===== config.mk =====
export PLATFORM = sky130hd
export DESIGN_NAME = alu_op_sequencer
export DESIGN_NICKNAME = d
export VERILOG_FILES = /design/src/rtl/alu_op_sequencer.sv
export SDC_FILE = /design/constraint.sdc
export NUM_CORES = 1
export LEC_CHECK = 0
export ABC_AREA = 0
export CAP_MARGIN = 20
export CORE_UTILIZATION = 41
export DETAILED_ROUTE_END_ITERATION = 7
export GPL_ROUTABILITY_DRIVEN = 1
export MAX_ROUTING_LAYER = met4
export PLACE_DENSITY = 0.79
export RECOVER_POWER = 50
export SLEW_MARGIN = 20
export SYNTH_ARGS = -nofsm -noshare
export SYNTH_HDL_FRONTEND = slang
export SYNTH_SLANG_ARGS = --single-unit

===== constraint.sdc =====
create_clock -name clk -period 2.1 [get_ports clk]
set_clock_uncertainty 0.2 [all_clocks]
set_input_delay 0.315 -clock clk [delete_from_list [all_inputs] [get_ports clk]]
set_output_delay 0.315 -clock clk [all_outputs]
set_load 0.1 [all_outputs]

===== src/rtl/alu_op_sequencer.sv =====
// rtl/alu_op_sequencer.sv - multi-cycle ALU control sequencer with latched flags and branch resolution
// Optional retire counter output enabled by defining SEQ_RETIRE_CNT_EN.
module alu_op_sequencer #(
    parameter int WORD_SIZE  = 19,
    parameter int ADDR_WIDTH = 11,
    parameter int RF_ADDR_W  = 3
) (
    input  logic                  clk,
    input  logic                  rst_n,
    input  logic [WORD_SIZE-1:0]  instr,
    input  logic                  instr_valid,
    output logic                  instr_ready,
    input  logic                  alu_zero,
    input  logic                  alu_sign,
    output logic                  alu_mode,
    output logic [3:0]            alu_op,
    output logic                  src_imm,
    output logic [WORD_SIZE-1:0]  imm_out,
    output logic [RF_ADDR_W-1:0]  rs1_addr,
    output logic [RF_ADDR_W-1:0]  rs2_addr,
    output logic [RF_ADDR_W-1:0]  rd_addr,
    output logic                  rf_we,
    output logic                  pc_load,
    output logic [ADDR_WIDTH-1:0] pc_target,
    output logic                  flag_z,
    output logic                  flag_n,
    output logic                  illegal,
    output logic                  halted
`ifdef SEQ_RETIRE_CNT_EN
    ,
    output logic [15:0]           retire_cnt
`endif
);

    typedef enum logic [2:0] {
        S_IDLE, S_DECODE, S_EXECUTE, S_WRITEBACK, S_BRANCH, S_HALTED
    } state_t;

    localparam logic [4:0] OP_NOP  = 5'h00;
    localparam logic [4:0] OP_CMP  = 5'h05;
    localparam logic [4:0] OP_ADDI = 5'h10;
    localparam logic [4:0] OP_JMP  = 5'h18;
    localparam logic [4:0] OP_JZ   = 5'h19;
    localparam logic [4:0] OP_JNZ  = 5'h1A;
    localparam logic [4:0] OP_JN   = 5'h1B;
    localparam logic [4:0] OP_HALT = 5'h1F;

    state_t                r_state;
    logic [WORD_SIZE-1:0]  r_instr;
    logic                  r_ready;
    logic                  r_alu_mode;
    logic [3:0]            r_alu_op;
    logic                  r_src_imm;
    logic [WORD_SIZE-1:0]  r_imm;
    logic                  r_rf_we;
    logic                  r_pc_load;
    logic [ADDR_WIDTH-1:0] r_pc_target;
    logic                  r_flag_z;
    logic                  r_flag_n;
    logic                  r_illegal;
    logic                  r_halted;

    logic [4:0]            w_op;
    logic [4:0]            w_in_op;
    logic                  w_taken;

    function automatic logic f_is_alu(input logic [4:0] op);
        return (op >= 5'h01 && op <= 5'h05) || (op >= 5'h08 && op <= 5'h0D) || (op == OP_ADDI);
    endfunction

    function automatic logic f_is_branch(input logic [4:0] op);
        return (op >= OP_JMP) && (op <= OP_JN);
    endfunction

    function automatic logic f_is_legal(input logic [4:0] op);
        return f_is_alu(op) || f_is_branch(op) || (op == OP_NOP) || (op == OP_HALT);
    endfunction

    assign w_op    = r_instr[WORD_SIZE-1 -: 5];
    assign w_in_op = instr[WORD_SIZE-1 -: 5];
    assign w_taken = (w_op == OP_JMP) || (w_op == OP_JZ && r_flag_z) ||
                     (w_op == OP_JNZ && !r_flag_z) || (w_op == OP_JN && r_flag_n);

    // Register addresses come straight from the instruction register so they are valid from DECODE on.
    assign rs1_addr    = r_instr[8 +: RF_ADDR_W];
    assign rs2_addr    = r_instr[5 +: RF_ADDR_W];
    assign rd_addr     = r_instr[11 +: RF_ADDR_W];
    assign instr_ready = r_ready;
    assign alu_mode    = r_alu_mode;
    assign alu_op      = r_alu_op;
    assign src_imm     = r_src_imm;
    assign imm_out     = r_imm;
    assign rf_we       = r_rf_we;
    assign pc_load     = r_pc_load;
    assign pc_target   = r_pc_target;
    assign flag_z      = r_flag_z;
    assign flag_n      = r_flag_n;
    assign illegal     = r_illegal;
    assign halted      = r_halted;

    always_ff @(posedge clk or negedge rst_n) begin
        if (!rst_n) begin
            r_state     <= S_IDLE;
            r_instr     <= '0;
            r_ready     <= 1'b0;
            r_alu_mode  <= 1'b0;
            r_alu_op    <= '0;
            r_src_imm   <= 1'b0;
            r_imm       <= '0;
            r_rf_we     <= 1'b0;
            r_pc_load   <= 1'b0;
            r_pc_target <= '0;
            r_flag_z    <= 1'b0;
            r_flag_n    <= 1'b0;
            r_illegal   <= 1'b0;
            r_halted    <= 1'b0;
        end else begin
            r_rf_we   <= 1'b0;
            r_pc_load <= 1'b0;
            r_illegal <= 1'b0;
            unique case (r_state)
                S_IDLE: begin
                    if (instr_valid && r_ready) begin
                        r_instr   <= instr;
                        r_ready   <= 1'b0;
                        r_illegal <= !f_is_legal(w_in_op);
                        r_state   <= S_DECODE;
                    end else begin
                        r_ready <= 1'b1;
                    end
                end
                S_DECODE: begin
                    if (f_is_alu(w_op)) begin
                        r_alu_mode <= (w_op[4:3] == 2'b01);
                        r_alu_op   <= (w_op == OP_ADDI) ? 4'h1 : w_op[3:0];
                        r_src_imm  <= (w_op == OP_ADDI);
                        r_imm      <= {{(WORD_SIZE-8){r_instr[7]}}, r_instr[7:0]};
                        r_state    <= S_EXECUTE;
                    end else if (f_is_branch(w_op)) begin
                        r_pc_target <= r_instr[ADDR_WIDTH-1:0];
                        r_pc_load   <= w_taken;
                        r_state     <= S_BRANCH;
                    end else if (w_op == OP_HALT) begin
                        r_halted <= 1'b1;
                        r_state  <= S_HALTED;
                    end else begin
                        r_ready <= 1'b1;
                        r_state <= S_IDLE;
                    end
                end
                S_EXECUTE: begin
                    r_flag_z <= alu_zero;
                    r_flag_n <= alu_sign;
                    r_rf_we  <= (w_op != OP_CMP);
                    r_state  <= S_WRITEBACK;
                end
                S_WRITEBACK, S_BRANCH: begin
                    r_ready <= 1'b1;
                    r_state <= S_IDLE;
                end
                S_HALTED: r_state <= S_HALTED;
                default:  r_state <= S_IDLE;
            endcase
        end
    end

`ifdef SEQ_RETIRE_CNT_EN
    logic [15:0] r_retire_cnt;

    always_ff @(posedge clk or negedge rst_n) begin
        if (!rst_n)
            r_retire_cnt <= '0;
        else if (r_state == S_WRITEBACK || r_state == S_BRANCH)
            r_retire_cnt <= r_retire_cnt + 16'd1;
    end

    assign retire_cnt = r_retire_cnt;
`endif

endmodule


==> results of run 1 <==
-- synth_stat cells (2+ instances only) --
cell / n / share of area (%)
buf_2: 3 / 0.63
nand2_1: 7 / 1.1
clkbuf_1: 2 / 0.32
dfrtp_1: 54 / 57
buf_6: 2 / 0.95
nor2b_1: 2 / 0.53
o21ai_0: 5 / 1.1
mux2_2: 36 / 17
a31oi_1: 2 / 0.53
inv_1: 5 / 0.79
mux2_4: 6 / 3.8
a21oi_1: 5 / 1.1
nor3_1: 3 / 0.63
mux2i_1: 2 / 0.85
nor2_1: 8 / 1.3
buf_4: 20 / 6.3
-- area by class of cell --
class | count | share of cell area, %
multi-input combinational | 91 | 24.61
timing repair buffer | 93 | 26.79
clock inverter | 2 | 0.3900
inverter | 5 | 0.5850
clock buffer | 6 | 2.574
sequential | 54 | 42.24
tap | 72 | 2.808
-- sequential cells by signal (all words and copies together), names as in the netlist --
signal       cells
r_instr         19
pc_target       11
imm_out          8
alu_op           4
r_state          3
alu_mode         1
flag_n           1
flag_z           1
halted           1
illegal          1
instr_ready      1
pc_load          1
rf_we            1
src_imm          1
-- cell families (layout without fill, tap and decap cells) --
| group | Yosys count | after routing | share of synthesized area, % |
|---|---|---|---|
| compound gates | 18 | 18 | 4.812 |
| mux | 44 | 44 | 21.79 |
| buf+inv | 33 | 106 | 9.889 |
| simple gates | 29 | 29 | 6.399 |
| flops | 54 | 54 | 57.11 |
-- final timing paths --
check	to	startpoint	slack, ns	depth (start not counted)
min in group asynchronous	flag_z	rst_n	0.32	2
max in group asynchronous	r_instr[6]	rst_n	0.46	3
hold / removal	halted	halted	0.28	1
hold reg to reg	halted	halted	0.28	1
setup reg to reg	imm_out[7]	r_instr[15]	0.08	5
setup / recovery	imm_out[7]	r_instr[15]	0.08	5
-- critical path, cell delays in order (launching register included) --
cell,delay [ns]
dfrtp_1,0.39
or4b_1,0.51
a21oi_1,0.13
o21a_1,0.16
buf_4,0.21
mux2_4,0.31
-- per-stage QoR --
step | instance area, um^2 | cells | hold WS, ns
after floorplan | 2370 | 178 | -0.1806
after global placement | 3172 | 314 | 0.1253
after detailed placement | 3172 | 314 | 0.1266
after CTS | 3277 | 323 | 0.2869
after global routing | 3208 | 323 | 0.3082
final | 3208 | 323 | 0.2802
-- repair_timing --
item	CTS	global route
hold buffers	1	0
endpoints found under the setup margin	0	5
endpoints found under the hold margin	23	0
resized for setup	0	1
-- layer usage --
metal	up-vias	routed length, um
li1	735	-
met2	50	2289
met4	0	23
met5	-	0
met1	783	1923
met3	3	276
==> results.toml, run 1 <==
[clock_network]
clk_path_buf_depth = 2
ctsRootBufferMaster = "clkbuf_8"
cts_max_level = 2
cts_buffers = 5
cts_sinks = 54
clk_pin_slew_worst_paths_ns = 0.09
worstSkewPairLatency_ns = 0.30
post_cts_buffers = 0
cts_tree = "built"

[worst_setup_path]
start_kind = "flop"
timing.critical_path.to_type = "flop"
arrival_ns = 2.01
crit_type = "reg -> reg"
cp_max_fo = 8
cp.required_ns = 2.09

[cells_and_area]
layout_commonest_cell = "dfrtp_1"
register_area_um2 = 1355
fin_util_pct = 57.90
nets = 274
synthToLayoutAreaGrowth_pct = 35.59
fill_cells = 490
multiInputGateArea_um2 = 789.5
n_antenna_cell = 0
drive_above_1_share_pct = 48.21
final_cell_mix = "dfrtp_1 (53), mux2_2 (36), buf_4 (26), clkbuf_2 (26), clkdlybuf4s50_1 (22)"

[status]
status = "completed"

[synth]
seq_area_frac_synth_pct = 57.11
ys_warn_count = 0
synth_edf_count = 0
syn_inst = 178
yosys_register_bits = 54
synth_cell_types = 32
synth_ff_type = "dfrtp_1"
syn_area_um2 = 2366
synthArstFlopShare_pct = 100.0
avgSynthCellArea_um2 = 13.29
synth_nets = 202

[placed_design]
dp_hpwl_um = 3440
pre_cts_slack_ns = 0.09927
io_buffers = 75
place_congestion = 0.8395

[sta]
tightest_slew_ns = 0.6176
fin_tns_setup_ns = 0
setup_viol = 0
worst_slack_ns = 0.08170
hold_viol_final = 0
rsz0062_at_grt = "yes"
period_share_pct = 96.11
period_needed_ns = 2.018
drv_slew = 0
maxSlewHeadroom_pct = 58.83
fmax_mhz = 495.5

[drt]
drc = 0
vias = 1571
routed_wl_um = 4512
drt_iter0_markers = 75
wl_per_cell_um = 13.97
drt-pass1-iter-count = 4
via_per_inst = 4.864
drtAntennaViolNets = 0

[floorplanning]
die_h_um = 77.97
rows = 27
dieArea_um2 = 6079
coreArea_um2 = 5540
io_pins = 76
initial_core_util_pct = 42.71
die_x_um = 77.97

[global_route]
grt_use_total_pct = 16.84
use_met3_pct = 5.059
grt.busiest_layer = "met2"
gr-usage-met1_pct = 20.84
grt_overflow = 0
antenna_found_initial = 0
grt_pass1_wl_um = 7741
grt_pass1_vias = 1591
grt.met2_usage_pct = 27.79
grt_max_degree = 26

[hold_path]
hold_path_class = "reg -> reg"

[run]
maxCapViolCount = 0
Power of run 1 is not shown: default switching activity piles up to over one toggle a cycle in this logic, so the estimate is an artifact.
==> run 2: changes to the inputs <==
==> constraint.sdc (replaced) <==
create_clock -name clk -period 1.7 [get_ports clk]
set_clock_uncertainty 0.2 [all_clocks]
set_input_delay 0.255 -clock clk [delete_from_list [all_inputs] [get_ports clk]]
set_output_delay 0.255 -clock clk [all_outputs]
set_load 0.1 [all_outputs]
==> run 2 against run 1 <==
  * The flow now finishes with violations (negative setup slack)
  * Critical path depth unchanged
  * Flip-flop and latch count unchanged
  * Cell area up 28%
  * Core utilization up 16 points
  * Setup slack worse by 0.47 ns
==> results.toml, run 2 (synthesis results as in run 1) <==
[status]
status = "finished with violations"
violations = "negative setup slack"

[global_route]
grt_use_total_pct = 22.05
grt_pass1_wl_um = 9784
grt_max_degree = 55
grt_pass1_vias = 1809
grt_overflow = 0
use_met3_pct = 5.059
grt.busiest_layer = "met2"
antenna_found_initial = 0
grt.met2_usage_pct = 35.84
gr-usage-met1_pct = 28.16

[cells_and_area]
nets = 289
final_cell_mix = "dfrtp_1 (51), buf_12 (51), mux2_4 (40)"
fin_util_pct = 74.25
largest-register = "r_instr"
synthToLayoutAreaGrowth_pct = 73.88
drive_above_1_share_pct = 56.98
design_area_um2 = 4114
largest_register_ffs = 19
n_antenna_cell = 0
instances_no_fill = 337

[floorplanning]
initial_core_util_pct = 42.71
rows = 27
die_x_um = 77.97
coreArea_um2 = 5540
die_h_um = 77.97
dieArea_um2 = 6079
io_pins = 76

[worst_setup_path]
cp.required_ns = 1.69
crit_type = "reg -> reg"
timing.critical_path.to_type = "flop"
cp_max_fo = 5
worst_path_largest_cell_delay_ns = 0.55
slowest_stage = "or4b_4"
arrival_ns = 2.08
crit_chain = "or4b_4 > a21oi_2 > o21a_2 > buf_6 > mux2_4"
start_kind = "flop"

[placed_design]
place_congestion = 0.8011
io_buffers = 75
dp_cells = 315
dp_hpwl_um = 3887
dpl_cell_area_um2 = 3766

[sta]
rsz0062_at_grt = "yes"
period_share_pct = 122.9
maxSlewHeadroom_pct = 51.43
fmax_mhz = 478.5
setup_viol = 45
period_needed_ns = 2.090
tightest_slew_ns = 0.7285
drv_slew = 0
worst_slack_ns = -0.3899
hold_viol_final = 0

[drt]
drtAntennaViolNets = 0
via_per_inst = 4.997
drt_iter0_markers = 73
drc = 0
routed_wl_um = 6096
vias = 1684
drt-pass1-iter-count = 4
wl_per_cell_um = 18.09

[clock_network]
cts_buffers = 5
cts_max_level = 2
clk_path_buf_depth = 2
clk_pin_slew_worst_paths_ns = 0.09
cts_tree = "built"
ctsRootBufferMaster = "clkbuf_8"
worstSkewPairLatency_ns = 0.29
cts_sinks = 54

[run]
maxCapViolCount = 0

[hold_path]
hold_path_class = "in -> reg"
[run 2: per-stage QoR]
step / setup TNS (ns) / setup WS, ns / hold slack (ns)
after global routing: -8.417 / -0.4263 / 0.3636
after global placement: -8.078 / -0.3121 / 0.07256
final: -6.686 / -0.3899 / 0.3278
after detailed placement: -9.620 / -0.3775 / 0.07530
after floorplan: -7.075 / -0.3619 / -0.2406
after CTS: -5.651 / -0.3138 / 0.2851
[run 2: critical path: cells and delay by family, from the launching register on]
family | cells | cell delay, ns
AOI/OAI and AO/OA | 2 | 0.38
buffers and inverters | 1 | 0.16
DFF | 1 | 0.39
muxes | 1 | 0.30
and+or+nand+nor | 1 | 0.55
[run 2: cell type report]
type                    count  area, um^2
inverters                   5       18.77
clock buffers               6       72.57
flip-flops and latches     54        1360
fillers                   343        1426
well taps                  72       90.09
multi-input cells          91       985.9
clock inverters             1       7.507
repair buffers            108        1579
[run 2: final timing paths]
kind | start | to | slack (ns) | cells after the start
worst max-delay path | r_instr[15] | imm_out[6] | -0.39 | 5
worst min-delay path | instr_valid | r_state[0] | 0.33 | 5
worst max register to register | r_instr[15] | imm_out[6] | -0.39 | 5
worst min register to register | halted | halted | 0.36 | 1
max in group asynchronous | rst_n | instr_ready | 0.27 | 3
min in group asynchronous | rst_n | alu_op[2] | 0.46 | 3
[run 2: routing by layer]
metal  routed length, um  vias to the layer above
met3                 349                        6
met4                  67                        0
met2                3130                       77
li1                    -                      763
met5                   0                        -
met1                2548                      838
[run 2: timing repair]
| action | in CTS | in global routing |
|---|---|---|
| gates resized for setup | 43 | 12 |
| cloned | 3 | 0 |
| endpoints found under the hold margin | 54 | 0 |
| hold buffers | 1 | 0 |
| endpoints found under the setup margin | 57 | 58 |
| buffers inserted | 7 | 6 |
| pin swaps | 6 | 9 |
Power of run 2 is left out for the same reason.
